[src/rtl/half_buffer.sv]
// half_buffer: single-entry AXI-Stream register slice.
// Holds at most one beat. Every output is driven straight from a flop, so
// there is no combinational path between the two handshake sides. Peak
// throughput is one beat every two cycles.
module half_buffer #(
    parameter int DW = 32
) (
    input  logic          clk,
    input  logic          reset_n,
    input  logic [DW-1:0] s_tdata,
    input  logic          s_tvalid,
    output logic          s_tready,
    output logic [DW-1:0] m_tdata,
    output logic          m_tvalid,
    input  logic          m_tready
);

    typedef enum logic {
        EMPTY = 1'b0,
        FULL  = 1'b1
    } state_t;

    state_t        state;
    logic [DW-1:0] data_q;

    // Two-state slice: capture a beat while empty, release it while full.
    // s_tready/m_tvalid are registered copies of the state, so neither
    // depends on the opposite side's handshake input.
    // NOTE: all state here uses non-blocking assignments so every flop
    // samples the pre-edge values, independent of statement order.
    always_ff @(posedge clk) begin
        if (!reset_n) begin
            state    <= EMPTY;
            s_tready <= 1'b1;
            m_tvalid <= 1'b0;
            // NOTE: the payload register is reset too, so m_tdata reads 0
            // after reset rather than whatever was last held.
            data_q   <= '0;
        end else begin
            case (state)
                EMPTY: begin
                    if (s_tvalid) begin
                        data_q   <= s_tdata;
                        state    <= FULL;
                        s_tready <= 1'b0;
                        m_tvalid <= 1'b1;
                    end
                end
                FULL: begin
                    // data_q is left untouched so m_tdata stays stable
                    if (m_tready) begin
                        state    <= EMPTY;
                        s_tready <= 1'b1;
                        m_tvalid <= 1'b0;
                    end
                end
                default: begin
                    state    <= EMPTY;
                    s_tready <= 1'b1;
                    m_tvalid <= 1'b0;
                end
            endcase
        end
    end

    assign m_tdata = data_q;

endmodule

[config.mk]
export PLATFORM = sky130hd
export DESIGN_NAME = half_buffer
export DESIGN_NICKNAME = d
export VERILOG_FILES = /design/src/rtl/half_buffer.sv
export SDC_FILE = /design/constraint.sdc
export NUM_CORES = 1
export LEC_CHECK = 0
export CAP_MARGIN = 20
export CORE_UTILIZATION = 31
export DETAILED_ROUTE_END_ITERATION = 16
export PLACE_DENSITY_LB_ADDON = 0.2
export SETUP_SLACK_MARGIN = 0.1
export SLEW_MARGIN = 20
export SYNTH_ARGS = -nofsm -noshare
export SYNTH_HDL_FRONTEND = slang
export SYNTH_SLANG_ARGS = --single-unit
[constraint.sdc]
create_clock -name clk -period 2.1 [get_ports clk]
set_input_delay 0.525 -clock clk [delete_from_list [all_inputs] [get_ports clk]]
set_output_delay 0.525 -clock clk [all_outputs]
set_load 0.1 [all_outputs]
=== Word-level counts from Yosys, hierarchy flattened ===
Index checks and enable logic that the tools add are counted.

* Memory bits (writable): 0
* Memories: 0
* Word-level logic and storage cells: 18
* Output and inout bits: 34
* Input port bits: 36
* Bits in latches: 0
* Register bits after elaboration: 35
* Memory bits (read-only): 0

* Divide/modulo/power cells: 0
* Mux-type cells: 9
* $add $sub $neg: 0
* Reduce and logical (&&, ||, !) cells: 2
* Equality and inequality tests: 2
* Multipliers: 0
* Bitwise operators: 1
* Magnitude comparators: 0
* Shift-type cells: 0

{| class="wikitable"
|+ Operators by type and width
! operator !! count
|-
| 1-bit 2-to-1 mux || 6
|-
| 1-bit one-hot mux with 2 select lines || 3
|-
| 2-bit inequality test, second input constant || 2
|-
| 2-bit AND reduction || 2
|-
| 1-bit inverter || 1
|}

=== Longest topological paths before layout ===
* Depth in word-level cells: 3
* Depth in mapped cells: 4
* Gate-level depth less buffers: 2

=== Worst setup path before layout ===
Ideal clock, no wire load.

* Path kind: register to output
* From: register s_tready
* To: output s_tready
* Data required time: 1.575 ns
* Stages on the path, launching flop included: 1
* Setup slack: 0.650 ns
* Data arrival time: 0.925 ns
* Cell sequence: dfxtp_1

{| class="wikitable"
|+ RTL lines
! item !! line !! RTL
|-
| start, declared || 12 || <nowiki>output logic s_tready,</nowiki>
|-
| start signal, assigned || 34 || <nowiki>s_tready <= 1'b1;</nowiki>
|-
| start signal, assigned || 45 || <nowiki>s_tready <= 1'b0;</nowiki>
|-
| start signal, assigned || 53 || <nowiki>s_tready <= 1'b1;</nowiki>
|}

No word-level cell between the ends.

=== Final worst setup path ===
* From: register data_q[22] (netlist: m_tdata[22])
* To: output m_tdata[22]

{| class="wikitable"
|+ RTL lines
! item !! line !! RTL
|-
| start, declared || 24 || <nowiki>logic [DW-1:0] data_q;</nowiki>
|-
| start signal, assigned || 43 || <nowiki>data_q <= s_tdata;</nowiki>
|-
| end, declared || 13 || <nowiki>output logic [DW-1:0] m_tdata,</nowiki>
|}

No word-level cell between the ends.

==> qor.txt <==
Run status - finished clean
Antenna violations before repair - 0
Hold Crit Class - reg -> reg
Pwr per Cell Area - 835.4 mW/mm^2
Hold bufs inserted after CTS - 0
GRT Util Overall - 13.04%
Commonest cells post-synth - nand2_1 (64), dfxtp_1 (35), mux2i_1 (32)
EDFF count, synth - 0
Vias - 1158
Clock root cell - clkbuf_8
Post-synth ARST share - 0%
Post-CTS Setup Inserts - 0
Sequential fraction of the synthesis area - 49.56%
Synth top area share - 49.56%
Main synth FF type - dfxtp_1
Final setup vio count - 0
Mapped Area - 0.001414 mm^2
Core ar. - 0.004354 mm^2
Maximum clock frequency - 0.6918 GHz
Final Wtd Congestion - 0.6571
Count leader, synth - nand2_1
H-tree Lvls - 2
Dpl cell area - 0.002019 mm^2
Leakage - 0.9413 nW
I/O Buffers - 69
Hold WS - 456.0 ps
Ys Warns - 0
RSZ-0062 raised after global routing - false
Die area - 0.004835 mm^2
Number of fillers in the final layout - 429
Mapped Cells - 149
Wire per inst - 10.99 um
Placed cells - 261
Pre-antenna DRT Iters - 4
Routed Antenna Nets - 0
Register area - 700.7 um^2
Synth top area cells - dfxtp_1 (50%), mux2i_1 (23%), nand2_1 (17%)
Placement Rows - 24
Cell class contributing the biggest share of worst-path delay - flip-flops
CTS tree - built
Die Width - 69.54 um
CP max FO - 2
Design Area, Final - 0.002092 mm^2
Die Ht - 69.54 um
Vias in the first global route - 1051
Yosys reg bits - 35
Final cell count without fillers - 267
Drt drc - 0
Clock buffer depth - 2
Arrival @ worst endpoint - 920 ps
Initial DRC Count - 60
Crit path largest cell delay - 350 ps
Slew @ Worst Pin - 288.2 ps
First-pass GRT wire length - 4899 um
Syn-to-layout area delta - 47.96%
Slew margin rel. - 80.94%
CTS resizes - 0
Final min period - 1445 ps
Slew Limit Fails - 0
Syn Area/Cell - 9.489 um^2
Largest area contributor in the netlist - dfxtp_1
Total CTS buffers - 5
Multi-input logic area - 613.1 um^2
CP Buf/Inv Count - 1
Fin Clk Skew - 3.201 ps
Fin crit share - 68.83%
Synth unique cells - 14
Final hold violation count - 0
Largest net degree at the start of global routing - 68
Critical-path top delay cell - dfxtp_1
Initial Util - 32.47%
Crit end category - output pin
Max Cap Violations - 0
Worst EP required - 1570 ps
Vias per Instance - 4.337
Setup CP Type - reg -> out
Ports - 70
# nets final - 252
Dpl hpwl - 1924 um
Share of cells above drive strength 1 - 20.00%
Critical Path Start Type - flip-flop
Clock Latency Late Sink - 270 ps
CP cell instances - buf_4
Syn_nets - 185
Setup total negative slack - 0 ps
# clock sinks - 35
Cell count of the worst hold path - 2
Overflow after GRT - 0
Worst Reg2Reg Path Length in Cells - 3
Levels on crit path - 1
# diodes - 0
Post-Route WL - 2934 um
Peak supply drop - 0.3262 mV
Clk pin slew, worst setup/hold paths - 60 ps
Final Total Pwr - 1.748 mW
cell families after synthesis:
family                 share of synthesized area (%)
flip-flops                                     49.56
AND/OR/NAND/NOR                                18.05
multiplexers                                   22.66
buffers and inverters                          7.434
AO/OA/AOI/OAI                                  2.300
final cells by class:
cell class	count	share of cell area, %
flip-flops and latches	35	33.49
repair buffers	71	30.62
multi-input cells	103	29.31
clock buffers	6	3.469
well taps	52	3.110
flip-flops by register name, indices dropped and copies added, names as in the netlist:
register,cells
m_tdata,32
m_tvalid,1
s_tready,1
state,1
cells in the final DEF, fill, tap and decap left out, types with 2 or more instances in the layout:
master           synthesis  routed
clkbuf_8                 0       5
buf_12                   2       2
dfxtp_1                 35      35
clkdlybuf4s50_1          0      34
buf_4                    0      34
mux2i_1                 32      32
nand2_1                 64      64
o21a_1                   2       2
power by group:
part | switching, mW | total [mW] | internal (mW) | leakage [nW]
combinational | 0.416 | 0.582 | 0.166 | 0.616
clock | 0.209 | 0.429 | 0.221 | 0.0371
sequential | 0.0250 | 0.736 | 0.711 | 0.288
through the flow:
stage / utilization, % / setup WS (ps)
final: 48.05 / 654.5
after global routing: 48.05 / 607.6
after CTS: 48.05 / 633.8
after detailed placement: 46.38 / 395.8
after global placement: 46.38 / 415.5
after floorplan: - / 650.1
routing by layer:
layer / global-route usage, % / part of all wire (%) / vias to the layer above
li1: - / - / 610
met1: 15.47 / 45 / 509
met2: 20.50 / 48 / 37
met3: 5.669 / 6.1 / 2
met4: 5.442 / 0.85 / 0
met5: 0 / 0 / -
worst paths after layout:
check                           start                        to  slack [ps]
min reg2reg  m_tdata[25]$_SDFFE_PN0P_  m_tdata[25]$_SDFFE_PN0P_         460
min          m_tdata[25]$_SDFFE_PN0P_  m_tdata[25]$_SDFFE_PN0P_         460
max reg2reg          state$_SDFF_PN0_  m_tdata[22]$_SDFFE_PN0P_        1040
max          m_tdata[22]$_SDFFE_PN0P_               m_tdata[22]         650
Note: power is estimated with default switching activity, not from simulation.
